`src/rtl/sys_array_pkg.sv`:
```
// -----------------------------------------------------------------------------
// sys_array_pkg
// Shared types and constants for the systolic-array input feeder:
//   - feeder_state_e : control FSM states (IDLE / LOAD / DRAIN)
//   - len_t          : 16-bit column-count type used for the array length
//   - DEF_*          : default parameter values for the feeder
//   - clamp_len()    : maps a requested column count onto 1..max_len
// -----------------------------------------------------------------------------
package sys_array_pkg;

    localparam int unsigned DEF_DATA_WIDTH  = 8;
    localparam int unsigned DEF_ARRAY_MAX_W = 10;
    localparam int unsigned DEF_ARRAY_MAX_L = 10;
    localparam int unsigned LEN_WIDTH       = 16;

    typedef logic [LEN_WIDTH-1:0] len_t;

    typedef enum logic [1:0] {
        ST_IDLE  = 2'b00,
        ST_LOAD  = 2'b01,
        ST_DRAIN = 2'b10
    } feeder_state_e;

    // A zero request still feeds one lane; anything wider than the array
    // is truncated to the physical lane count.
    function automatic len_t clamp_len(input len_t req, input len_t max_len);
        len_t res;
        if (req == 16'd0) begin
            res = 16'd1;
        end else if (req > max_len) begin
            res = max_len;
        end else begin
            res = req;
        end
        return res;
    endfunction

endpackage

```
`src/rtl/sys_array_skew_line.sv`:
```
// -----------------------------------------------------------------------------
// sys_array_skew_line
// Fixed-depth delay line for one feeder lane. Carries a data word together
// with its valid flag; a slot entered without valid carries zero data so the
// downstream array accumulates nothing from it.
// Ports:
//   clk_i   : clock (rising edge)
//   rst_ni  : asynchronous active-low reset, clears every stage
//   valid_i : element entering this lane is real
//   data_i  : element entering this lane
//   valid_o : valid flag after DEPTH cycles
//   data_o  : data after DEPTH cycles (zero when valid_o is 0)
// -----------------------------------------------------------------------------
module sys_array_skew_line #(
    parameter int unsigned DEPTH      = 1,
    parameter int unsigned DATA_WIDTH = 8
) (
    input  logic                  clk_i,
    input  logic                  rst_ni,
    input  logic                  valid_i,
    input  logic [DATA_WIDTH-1:0] data_i,
    output logic                  valid_o,
    output logic [DATA_WIDTH-1:0] data_o
);

    logic [DATA_WIDTH-1:0] data_q [0:DEPTH-1];
    logic [DEPTH-1:0]      valid_q;

    // Shift register: stage 0 takes the gated input, later stages shift down.
    always_ff @(posedge clk_i or negedge rst_ni) begin
        if (!rst_ni) begin
            for (int i = 0; i < int'(DEPTH); i++) begin
                data_q[i] <= {DATA_WIDTH{1'b0}};
            end
            valid_q <= {DEPTH{1'b0}};
        end else begin
            data_q[0]  <= valid_i ? data_i : {DATA_WIDTH{1'b0}};
            valid_q[0] <= valid_i;
            for (int i = 1; i < int'(DEPTH); i++) begin
                data_q[i]  <= data_q[i-1];
                valid_q[i] <= valid_q[i-1];
            end
        end
    end

    assign data_o  = data_q[DEPTH-1];
    assign valid_o = valid_q[DEPTH-1];

endmodule

```
`src/rtl/sys_array_feeder.sv`:
```
// -----------------------------------------------------------------------------
// sys_array_feeder
// Accepts unskewed input vectors (lane j = column j) and presents them to a
// systolic array with lane j delayed by j+1 cycles, so successive columns
// enter the array one cycle apart. Bubbles in the input stream become zero
// slots with feed_valid=0 on every lane, keeping the skew intact.
// Ports:
//   clk        : clock (rising edge)
//   reset_n    : asynchronous active-low reset, aborts any stream
//   start      : begin a stream (accepted only when idle)
//   array_w_l  : active column count, sampled on an accepted start
//   in_valid   : in_data / in_last valid
//   in_ready   : feeder accepts a vector this cycle (LOAD only)
//   in_last    : final vector of the stream
//   in_data    : unskewed input vector
//   feed_data  : skewed lanes to the array
//   feed_valid : per-lane real-element flag
//   busy       : stream in progress, including the final emission cycle
//   done       : one-cycle pulse once the last element has left the feeder
// -----------------------------------------------------------------------------
module sys_array_feeder
    import sys_array_pkg::*;
#(
    parameter int unsigned DATA_WIDTH  = DEF_DATA_WIDTH,
    parameter int unsigned ARRAY_MAX_W = DEF_ARRAY_MAX_W,
    parameter int unsigned ARRAY_MAX_L = DEF_ARRAY_MAX_L
) (
    input  logic                                    clk,
    input  logic                                    reset_n,
    input  logic                                    start,
    input  logic [15:0]                             array_w_l,
    input  logic                                    in_valid,
    output logic                                    in_ready,
    input  logic                                    in_last,
    input  logic [0:ARRAY_MAX_L-1][DATA_WIDTH-1:0]  in_data,
    output logic [0:ARRAY_MAX_L-1][DATA_WIDTH-1:0]  feed_data,
    output logic [0:ARRAY_MAX_L-1]                  feed_valid,
    output logic                                    busy,
    output logic                                    done
);

    localparam len_t MAX_LEN = len_t'(ARRAY_MAX_L);

    // The feeder never looks at the row count; the parameter exists so the
    // feeder shares the array's parameter set. A zero-row array is
    // meaningless, which this empty guard documents.
    if (ARRAY_MAX_W == 0) begin : g_zero_rows_unsupported
    end

    feeder_state_e          state_q, state_d;
    len_t                   l_eff_q, l_eff_d;
    len_t                   drain_cnt_q, drain_cnt_d;
    logic [0:ARRAY_MAX_L-1] lane_en_q, lane_en_d;
    logic                   in_ready_q, in_ready_d;
    logic                   busy_q, busy_d;
    logic                   done_q, done_d;

    len_t                   len_req_s;
    logic [0:ARRAY_MAX_L-1] lane_mask_s;
    logic                   start_ok_s;
    logic                   hs_s;

    // A handshake is only possible while in_ready_q is set, i.e. in LOAD.
    assign hs_s = in_valid & in_ready_q;

    // busy_q stays high for the last emission cycle after the FSM is back in
    // IDLE, so a new start is held off until the previous stream has fully
    // left the skew lines.
    assign start_ok_s = start & (state_q == ST_IDLE) & ~busy_q;

    // Effective length and lane-enable mask for a start seen this cycle.
    always_comb begin
        len_req_s   = clamp_len(array_w_l, MAX_LEN);
        lane_mask_s = {ARRAY_MAX_L{1'b0}};
        for (int j = 0; j < int'(ARRAY_MAX_L); j++) begin
            lane_mask_s[j] = (len_t'(j) < len_req_s);
        end
    end

    // Next-state and registered-output logic for the stream controller.
    always_comb begin
        state_d     = state_q;
        l_eff_d     = l_eff_q;
        drain_cnt_d = drain_cnt_q;
        lane_en_d   = lane_en_q;
        case (state_q)
            ST_IDLE: begin
                if (start_ok_s) begin
                    state_d   = ST_LOAD;
                    l_eff_d   = len_req_s;
                    lane_en_d = lane_mask_s;
                end else begin
                    state_d = ST_IDLE;
                end
            end
            ST_LOAD: begin
                if (hs_s && in_last) begin
                    // Lane L-1 needs L-1 more edges after the last accept.
                    if (l_eff_q <= 16'd1) begin
                        state_d     = ST_IDLE;
                        drain_cnt_d = 16'd0;
                    end else begin
                        state_d     = ST_DRAIN;
                        drain_cnt_d = l_eff_q - 16'd1;
                    end
                end else begin
                    state_d = ST_LOAD;
                end
            end
            ST_DRAIN: begin
                if (drain_cnt_q <= 16'd1) begin
                    state_d     = ST_IDLE;
                    drain_cnt_d = 16'd0;
                end else begin
                    state_d     = ST_DRAIN;
                    drain_cnt_d = drain_cnt_q - 16'd1;
                end
            end
            default: begin
                state_d     = ST_IDLE;
                drain_cnt_d = 16'd0;
            end
        endcase

        in_ready_d = (state_d == ST_LOAD);
        busy_d     = (state_d != ST_IDLE) || (state_q != ST_IDLE);
        done_d     = (state_q == ST_IDLE) && busy_q;
    end

    // Controller state and output registers.
    always_ff @(posedge clk or negedge reset_n) begin
        if (!reset_n) begin
            state_q     <= ST_IDLE;
            l_eff_q     <= 16'd1;
            drain_cnt_q <= 16'd0;
            lane_en_q   <= {ARRAY_MAX_L{1'b0}};
            in_ready_q  <= 1'b0;
            busy_q      <= 1'b0;
            done_q      <= 1'b0;
        end else begin
            state_q     <= state_d;
            l_eff_q     <= l_eff_d;
            drain_cnt_q <= drain_cnt_d;
            lane_en_q   <= lane_en_d;
            in_ready_q  <= in_ready_d;
            busy_q      <= busy_d;
            done_q      <= done_d;
        end
    end

    assign in_ready = in_ready_q;
    assign busy     = busy_q;
    assign done     = done_q;

    // One delay line per lane; lanes outside the active width never see a
    // valid input, so they stay at zero.
    for (genvar j = 0; j < int'(ARRAY_MAX_L); j++) begin : g_lane
        sys_array_skew_line #(
            .DEPTH      (j + 1),
            .DATA_WIDTH (DATA_WIDTH)
        ) u_line (
            .clk_i   (clk),
            .rst_ni  (reset_n),
            .valid_i (hs_s & lane_en_q[j]),
            .data_i  (in_data[j]),
            .valid_o (feed_valid[j]),
            .data_o  (feed_data[j])
        );
    end

endmodule

```
`config.mk`:
```
export PLATFORM = sky130hd
export DESIGN_NAME = sys_array_feeder
export DESIGN_NICKNAME = d
export VERILOG_FILES = /design/src/rtl/sys_array_pkg.sv /design/src/rtl/sys_array_skew_line.sv /design/src/rtl/sys_array_feeder.sv
export SDC_FILE = /design/constraint.sdc
export NUM_CORES = 1
export LEC_CHECK = 0
export BUFFER_PORTS_ARGS = -buffer_cell sky130_fd_sc_hd__buf_2
export CORE_MARGIN = 2
export CORE_UTILIZATION = 40
export CTS_CLUSTER_DIAMETER = 100
export DETAILED_ROUTE_END_ITERATION = 16
export SETUP_SLACK_MARGIN = 0.15
export SYNTH_ARGS = -nofsm -noshare
export SYNTH_HDL_FRONTEND = slang
export SYNTH_SLANG_ARGS = --single-unit
```
`constraint.sdc`:
```
create_clock -name clk -period 4.4 [get_ports clk]
set_clock_uncertainty 0.15 [all_clocks]
set_input_delay 0.66 -clock clk [delete_from_list [all_inputs] [get_ports clk]]
set_output_delay 0.66 -clock clk [all_outputs]
set_load 0.02 [all_outputs]
```
==> summary.txt, run 1 <==
CTS
  – Post-cts gate resize count: 0
  – Clock sink total: 542
  – Post-CTS Setup Inserts: 0
  – Worst skew pair latency: roughly 570 ps
  – Clk root buf: clkbuf_16
  – Clk buf depth: 3
  – H-tree Lvls: 2
  – Post-CTS Hold Fix Bufs: 0
  – TritonCTS clock tree: done
  – Num CTS Buffers: 53
  – Clk pin slew, worst setup/hold paths: ~60 ps

Setup path
  – Setup Crit Path Kind: flop to flop
  – CP required: between 4000 and 5000 ps
  – CP arrival: about 3400 ps
  – CP Launch Type: flop
  – R2R Setup Slk: between 1000 and 1500 ps
  – Nature of the critical path endpoint: flop
  – Crit-path max FO: 11

Place
  – Gpl congestion: approximately 0.8
  – Setup Slack @ Placement: about 1300 ps
  – Port-buffer cells: a little under 200
  – DP HPWL: between 15,000 and 20,000 um
  – Placed insts: approximately 1,600

Routing
  – Met2 WL: around 13,000 um
  – Number of nets still failing antenna checks after routing: 0
  – DRC: 0
  – Initial DRC Count: roughly 420
  – TritonRoute pass-1 iters: 4
  – Via density: 4.360
  – Routed Wire Length: 24,400 um
  – Via count: 7,295
  – M1 wire length: 9814 um
  – WL met3: ~1300 um
  – Top layer reached by signal wires: met5
  – Wire per inst: roughly 15 um

STA
  – Final setup fails: 0
  – Final critical-path required period: 3130 ps
  – RSZ-0062 raised after global routing: false
  – Final hold vios: 0
  – Worst-margin pin slew: 1058 ps
  – Final setup TNS: 0 ps
  – Max frequency: 0.3195 GHz
  – Crit share post-route: 0.7113
  – Final Slew Violations: 0
  – Slew HR: 0.2947
  – Setup WS post-layout: ~1300 ps

Power and ir drop
  – Sw Share: 0.2304
  – Flop pwr share: 0.529
  – Comb pwr share: 0.084
  – Leak: approximately 10 nW
  – VDD IR-drop max: 0.0002566 V
  – Internal: around 8.7 mW
  – Clock share of power: 0.387
  – Switching pwr: 2.606 mW
  – Power Dens Cells: between 500 and 600 nW/um^2

Layout
  – Layout Nets: roughly 1,200
  – Most common cell after layout, fill and taps aside: dfrtp_1
  – Fill cells: ~3,400
  – Layout cells sized above 1: 0.2552
  – Synthesis-to-layout area growth: 17.40%
  – Most frequent cells in the layout: dfrtp_1 (541), buf_2 (192), and2_1 (93)
  – Final non-filler cell total: roughly 1,700
  – Total inserted antenna cells: 0

GRT
  – Grt total ovfl: 0
  – Pin count of the biggest net entering global routing: 104
  – Total global-route track usage: 0.1221
  – First-pass GRT wire length: just under 40,000 um
  – Initial antenna violation count: 2
  – Vias in the first global route: between 7,000 and 8,000

Floorplan
  – Die height: 205.0 um
  – Row cnt: 73
  – Initial Utilization: 0.4060
  – Area of the core: ~40,000 um^2
  – Ports: 194
  – Die ar.: ~42,000 um^2
  – DIE WIDTH: 205.0 um

Yosys
  – Ranking of synthesized cells by area: dfrtp_1 (84%), buf_4 (3.9%), and2_1 (3.6%)
  – Post-Synthesis Net Count: roughly 1,100
  – EDFF count, synth: 0
  – Synth top area share: 0.8374
  – #FFs+latches synth: roughly 540
  – Post-synthesis cell type count: 44
  – Top FF cell, synth: dfrtp_1
  – Post-Syn Instances: 954
  – Sequential-to-total area share from yosys stat: 0.8390
  – Leading area contributor after synthesis: dfrtp_1
  – FFs w/ async S/R, synth: 1.000
  – Synthesis warning total: 0
  – Cell Area, Synth: between 15,000 and 20,000 um^2
  – Mapped Avg Cell Area: 16.95 um^2

Flow run
  – Max-cap violation count: 0

Run status
  – Status: finished, final reports clean

Min path
  – Hold WC Path Type: input pin to async pin
==> flip-flops by register name, summed over array words and instances, names as in the netlist <==
register	flops
drain_cnt_q	16
g_lane.u_line.data_q	360
in_ready	1
g_lane.u_line.data_o	80
done	1
lane_en_q	10
busy	1
g_lane.u_line.valid_o	1
g_lane.u_line.valid_q	54
state_q	2
l_eff_q	16
==> final cells by class <==
cell class	instances	area (um^2)	area share
clock buffers	77	1526	0.08043
clock inverters	16	201.4	0.01061
inverters	10	37.54	0.001978
multi-input cells	299	1859	0.09796
flip-flops and latches	542	13560	0.7147
well taps	525	656.9	0.03461
repair buffers	204	1134	0.05973
==> critical path, stage by stage (launching register included) <==
cell and delay (ps):
dfrtp_1 450, or4_4 600, or4_4 550, o21ai_1 640, nor2_1 190, a221o_1 410
==> synth_stat cells, drive strengths merged (2+ instances only) <==
| cell | instances |
|---|---|
| and2 | 93 |
| o31ai | 6 |
| dfrtp | 541 |
| nand3b | 2 |
| nand2b | 2 |
| a31oi | 3 |
| xnor2 | 2 |
| o21a | 2 |
| or2 | 4 |
| nand4 | 2 |
| o32ai | 2 |
| nor2 | 32 |
| nor3 | 9 |
| inv | 10 |
| or4 | 10 |
| or3 | 5 |
| a21oi | 17 |
| o22ai | 2 |
| ha | 8 |
| nand2 | 18 |
| xor2 | 6 |
| a2111oi | 2 |
| a211o | 7 |
| o21ai | 24 |
| buf | 84 |
| nor4 | 9 |
| clkbuf | 19 |
| a21o | 4 |
| a221o | 3 |
| nand3 | 6 |
| and3 | 11 |
==> kinds of logic (layout without fill, tap and decap cells) <==
family                     count (synthesis)  in the layout  share of synthesized area
DFF                                      542            542                     0.8390
and+or+nand+nor                          207            207                    0.07407
buffers and inverters                    113            307                    0.04597
AOI/OAI and AO/OA                         76             76                    0.03042
adders and majority gates                  8              8                   0.006192
xor gates and xnor gates                   8              8                   0.004334
==> stage by stage <==
stage / power [mW] / cell area [um^2] / hold WS, ps / util
final: 11.31 / 18980 / 8.671 / 0.4766
after global routing: 11.89 / 18980 / 48.51 / 0.4766
after CTS: 11.52 / 18980 / 19.68 / 0.4766
after detailed placement: 7.061 / 17250 / 184.7 / 0.4332
after global placement: 6.999 / 17250 / 181.0 / 0.4332
after floorplan: 6.732 / 16170 / 181.2 / -
==> metal layers <==
metal | GRT usage | vias to the layer above
met5 | 0 | -
met4 | 0.05421 | 4
met1 | 0.1515 | 3748
li1 | - | 3331
met2 | 0.2035 | 157
met3 | 0.03007 | 55
==> power groups by stage <==
stage	registers, mW	logic [mW]	clock network, mW
3_5_place_dp	6.08	0.979	0
6_report	5.98	0.952	4.38
5_1_grt	6.07	1.06	4.76
3_3_place_gp	6.04	0.957	0
2_1_floorplan	6.03	0.701	0
4_1_cts	6.00	0.981	4.54
==> final timing paths <==
kind                                              from                           to  depth (start not counted)
min reg2reg                g_lane[4].u_line.data_q[14]   g_lane[4].u_line.data_o[6]                          0
max in group asynchronous                      reset_n  g_lane[1].u_line.data_q[13]                          2
min                                            reset_n  g_lane[3].u_line.data_q[30]                          1
max                                     drain_cnt_q[7]               drain_cnt_q[8]                          5
max reg2reg                             drain_cnt_q[7]               drain_cnt_q[8]                          5
min in group clk                           in_data[19]  g_lane[7].u_line.data_q[59]                          2
Note: power is estimated with default switching activity, not from simulation.
==> run 2: changes to the inputs <==
==> constraint.sdc (replaced) <==
create_clock -name clk -period 2.6 [get_ports clk]
set_clock_uncertainty 0.15 [all_clocks]
set_input_delay 0.39 -clock clk [delete_from_list [all_inputs] [get_ports clk]]
set_output_delay 0.39 -clock clk [all_outputs]
set_load 0.02 [all_outputs]
==> summary.txt, run 2 (synthesis results as in run 1) <==
Place
  – Gpl congestion: 0.8243
  – Port-buffer cells: around 190
  – DP HPWL: between 15,000 and 20,000 um
  – DP Area: approximately 17,000 um^2

Min path
  – Hold endpoint: lane_en_q[9]
  – Worst hold path depth: 3
  – Hold WC Path Type: input pin to flop
  – Min-delay src: array_w_l[3]

CTS
  – Worst skew pair latency: ~570 ps
  – Clk buf depth: 3
  – Clk pin slew, worst setup/hold paths: around 60 ps
  – Clock sink total: approximately 540
  – Num CTS Buffers: 52
  – TritonCTS clock tree: done
  – H-tree Lvls: 2
  – Clk root buf: clkbuf_16

Setup path
  – Reg2reg path depth: 6
  – Worst reg2reg endpoint: drain_cnt_q[5]
  – Setup Crit Path Kind: flop to flop
  – CP Launch Type: flop
  – CP required: 2900 ps
  – Crit-path max FO: 4
  – Nature of the critical path endpoint: flop
  – CP arrival: around 2900 ps
  – R2R Setup Slk: roughly 54 ps
  – Critical R2R Launch: drain_cnt_q[12]

Floorplan
  – Initial Utilization: 0.4060
  – DIE WIDTH: roughly 210 um
  – Area of the core: about 40,000 um^2
  – Ports: 194
  – Die height: roughly 210 um
  – Row cnt: 73
  – Die ar.: 42,040 um^2

STA
  – RSZ-0062 raised after global routing: true
  – Final setup fails: 0
  – Final hold vios: 0
  – Final critical-path required period: between 2000 and 3000 ps
  – Crit share post-route: 0.9793
  – Worst-margin pin slew: 578.9 ps
  – Max frequency: about 0.39 GHz
  – Worst hold slack: between 40 and 50 ps
  – Slew HR: 0.6100
  – Final Slew Violations: 0

Layout
  – Most frequent cells in the layout: dfrtp_1 (541), buf_2 (192), and2_1 (93)
  – Layout cells sized above 1: 0.2524
  – Top reg by flops: g_lane.u_line.data_q
  – Max FFs per register: 360
  – Layout Nets: between 1,000 and 1,500
  – Most common cell after layout, fill and taps aside: dfrtp_1
  – Fill cells: between 3,000 and 4,000
  – Final instance area: 20,020 um^2
  – Synthesis-to-layout area growth: 23.82%

Routing
  – Number of nets still failing antenna checks after routing: 0
  – Initial DRC Count: between 400 and 500
  – TritonRoute pass-1 iters: 5
  – Routed Wire Length: approximately 26,000 um
  – DRC: 0
  – Wire per inst: 14.73 um
  – Via count: 7,733
  – Via density: about 4.3

GRT
  – Vias in the first global route: 8,297
  – Grt total ovfl: 0
  – Initial antenna violation count: 2
  – Total global-route track usage: 0.1314
  – Pin count of the biggest net entering global routing: 81
  – First-pass GRT wire length: between 40,000 and 50,000 um

Run status
  – Status: finished, final reports clean

Power and ir drop
  – Power Dens Cells: roughly 960 nW/um^2
  – Leak: around 10 nW
  – VDD IR-drop max: roughly 0.00044 V

Flow run
  – Max-cap violation count: 0
-- run 2: cell count changes in the layout (fill, tap and decap cells not counted), moves of 3 or more --
| cell | delta |
|---|---|
| buf_4 | +19 |
| o21ai_0 | -5 |
| buf_6 | +3 |
| clkbuf_1 | +5 |
| o21ai_2 | +4 |
| dlygate4sd3_1 | +84 |
-- run 2: critical path, stage by stage, from the launching register on --
cell,delay (ps)
dfrtp_1,370
or4_4,530
or4_4,560
o211ai_4,280
buf_6,160
o21ai_2,50
a221o_1,320
-- run 2: per-stage QoR --
step | util | total power [mW] | TNS (ps) | std cells | setup WS, ps
5_1_grt | 0.5027 | 20.23 | -18.45 | 1782 | -18.45
3_3_place_gp | 0.4372 | 11.90 | 0 | 1598 | 47.62
4_1_cts | 0.5020 | 19.58 | 0 | 1779 | 51.35
6_report | 0.5027 | 19.26 | 0 | 1782 | 53.83
2_1_floorplan | - | 11.40 | 0 | 954 | 130.6
3_5_place_dp | 0.4372 | 12.02 | -4.813 | 1598 | -4.813
-- run 2: area by class of cell --
cell class / instances / area (um^2) / share of cell area
flip-flops and latches: 542 / 13560 / 0.6776
repair buffers: 311 / 2171 / 0.1084
multi-input cells: 299 / 1888 / 0.09432
clock buffers: 79 / 1493 / 0.07457
well taps: 525 / 656.9 / 0.03281
clock inverters: 15 / 205.2 / 0.01025
inverters: 10 / 37.54 / 0.001875
diodes: 1 / 2.502 / 0.0001250
-- run 2: how the worst max path moves through the flow --
stage	from	end	slack, ps	cells after the start
after floorplan	drain_cnt_q[7]	drain_cnt_q[7]	130	6
after global placement	drain_cnt_q[15]	drain_cnt_q[5]	50	6
after detailed placement	drain_cnt_q[15]	drain_cnt_q[12]	-5	6
after CTS	drain_cnt_q[7]	drain_cnt_q[12]	50	6
after global routing	drain_cnt_q[12]	drain_cnt_q[5]	-20	6
final	drain_cnt_q[12]	drain_cnt_q[5]	50	6
-- run 2: routing by layer --
metal  part of all wire  track usage  routed length (um)  up-vias
li1                   -            -                   -     3543
met1               0.40       0.1636               10490     3921
met2               0.51       0.2204               13450      201
met3              0.052      0.02704                1374       66
met4              0.035      0.06269                 916        2
met5            0.00042            0                  11        -
-- run 2: what timing repair did --
action | 4_1_cts | 5_1_grt
setup endpoints to repair | 15 | 17
hold endpoints to repair | 323 | 0
pin swaps | 11 | 8
setup buffers | 3 | 2
resized for setup | 7 | 6
hold buffers | 84 | 0
-- run 2: where the power goes --
group	leakage [nW]	internal, mW	switching [mW]
Clock	0.825	4.36	2.97
Combinational	2.29	0.642	1.15
Sequential	7.32	9.76	0.384
==> run 3: changes to the inputs <==
--- a/config.mk
+++ b/config.mk
@@ -8,9 +8,11 @@
 export BUFFER_PORTS_ARGS = -buffer_cell sky130_fd_sc_hd__buf_2
 export CORE_MARGIN = 2
 export CORE_UTILIZATION = 40
+export CTS_BUF_LIST = sky130_fd_sc_hd__clkbuf_16
 export CTS_CLUSTER_DIAMETER = 100
 export DETAILED_ROUTE_END_ITERATION = 16
 export SETUP_SLACK_MARGIN = 0.15
+export SKIP_CTS_REPAIR_TIMING = 1
 export SYNTH_ARGS = -nofsm -noshare
 export SYNTH_HDL_FRONTEND = slang
 export SYNTH_SLANG_ARGS = --single-unit
==> summary.txt, run 3 (synthesis results as in run 1) <==
STA
  – Final critical-path required period: roughly 2600 ps
  – RSZ-0062 raised after global routing: true
  – Final setup TNS: 0 ps
  – Worst hold slack: -2.640 ps
  – Final setup fails: 0
  – Crit share post-route: 0.9884
  – Max frequency: 0.3891 GHz
  – Final Slew Violations: 0
  – Final hold vios: 2
  – Slew HR: 0.5950
  – Setup WS post-layout: approximately 30 ps
  – Worst-margin pin slew: 601.1 ps

Setup path
  – Reg2reg path depth: 6
  – Critical R2R Launch: drain_cnt_q[7]
  – Critical path's top delay family: simple AND/OR/NAND/NOR gates
  – Most common cell on crit path: or4_4
  – Slowest cell delay on critical path: approximately 560 ps
  – Worst reg2reg endpoint: drain_cnt_q[12]
  – Worst path cell trace: or4_4, or4_4, o211ai_4, buf_6, o21ai_2, a221o_1
  – Nature of the critical path endpoint: flop
  – CP arrival: approximately 2900 ps
  – R2R Setup Slk: ~30 ps
  – Crit-path max FO: 6
  – Setup Crit Path Kind: flop to flop
  – CP Buf/Inv Count: 1
  – CP Launch Type: flop
  – CP required: between 2000 and 3000 ps
  – CP max stage cell: or4_4

GRT
  – Initial antenna violation count: 4
  – Vias in the first global route: about 7,800
  – Total global-route track usage: 0.1265
  – Pin count of the biggest net entering global routing: 81
  – First-pass GRT wire length: 40,940 um
  – Grt total ovfl: 0

Min path
  – Worst hold path depth: 3
  – Hold WC Path Type: input pin to flop
  – Min-delay src: array_w_l[0]
  – Hold endpoint: l_eff_q[0]

Routing
  – DRC: 0
  – Initial DRC Count: between 500 and 600
  – Routed Wire Length: roughly 26,000 um
  – Number of nets still failing antenna checks after routing: 0
  – TritonRoute pass-1 iters: 4
  – Via count: between 7,000 and 8,000
  – Via density: between 4 and 5
  – Wire per inst: ~15 um

Floorplan
  – DIE WIDTH: just over 200 um
  – Ports: between 150 and 200
  – Die ar.: approximately 42,000 um^2
  – Die height: 205.0 um
  – Area of the core: roughly 40,000 um^2
  – Row cnt: 73
  – Initial Utilization: 0.4060

Place
  – Port-buffer cells: around 190
  – DP Area: about 17,000 um^2
  – DP HPWL: around 17,000 um
  – Setup Slack @ Placement: -4.813 ps
  – Placed insts: 1,598
  – Gpl congestion: 0.8243

Layout
  – Register area: around 14,000 um^2
  – Multi-input gate area in the final layout: roughly 1900 um^2
  – Synthesis-to-layout area growth: 23.04%
  – Most frequent cells in the layout: dfrtp_1 (541), buf_2 (192), and2_1 (93)
  – Final instance area: slightly below 20,000 um^2
  – Fill cells: 3,315
  – Layout cells sized above 1: 0.2452
  – Max FFs per register: 360
  – Most common cell after layout, fill and taps aside: dfrtp_1
  – Final non-filler cell total: around 1,800
  – Top reg by flops: g_lane.u_line.data_q
  – Fin util: 0.4995
  – Layout Nets: roughly 1,300

CTS
  – Num CTS Buffers: 52
  – Clk buf depth: 3
  – Clk pin slew, worst setup/hold paths: about 60 ps
  – H-tree Lvls: 2
  – Clock sink total: between 500 and 600
  – TritonCTS clock tree: done
  – Clk root buf: clkbuf_16
  – Worst skew pair latency: ~570 ps

Flow run
  – Max-cap violation count: 0

Power and ir drop
  – VDD IR-drop max: around 0.00044 V
  – Leak: 10.45 nW
  – Post-route total power: 18.93 mW
  – Power Dens Cells: between 900 and 1000 nW/um^2

Run status
  – Failing checks: hold timing
  – Status: finished with violations
## run 3: worst max path at each step
stage | startpoint | slack, ps | cells after the start | to
after detailed placement | drain_cnt_q[15] | -5 | 6 | drain_cnt_q[12]
after global placement | drain_cnt_q[15] | 50 | 6 | drain_cnt_q[5]
after global routing | drain_cnt_q[7] | -20 | 6 | drain_cnt_q[8]
final | drain_cnt_q[7] | 30 | 6 | drain_cnt_q[12]
after floorplan | drain_cnt_q[7] | 130 | 6 | drain_cnt_q[7]
after CTS | drain_cnt_q[15] | -20 | 6 | drain_cnt_q[12]
## run 3: report_power, final
group / leakage, nW / switching [mW] / internal, mW / total (mW)
registers: 7.32 / 0.384 / 9.76 / 10.1
clock network: 0.849 / 2.97 / 4.03 / 7.00
logic: 2.28 / 1.15 / 0.639 / 1.79
## run 3: routing by layer
layer / up-vias / wire (um) / part of all wire / track usage
met3: 58 / 1259 / 0.048 / 0.02545
met1: 3914 / 10660 / 0.40 / 0.1589
li1: 3540 / - / - / -
met5: - / 11 / 0.00042 / 0
met4: 2 / 828 / 0.031 / 0.06449
met2: 179 / 13580 / 0.52 / 0.2092
## run 3: worst min-delay path: stages
cell and delay, ps:
buf_2 130, a21oi_1 120, o31ai_1 70
## run 3: layout make-up
cell class,instances,share of cell area
inverters,10,0.001887
repair buffers,307,0.1071
well taps,525,0.03302
clock inverters,42,0.01541
diodes,3,0.0003774
multi-input cells,299,0.09492
clock buffers,52,0.06542
flip-flops and latches,542,0.6819
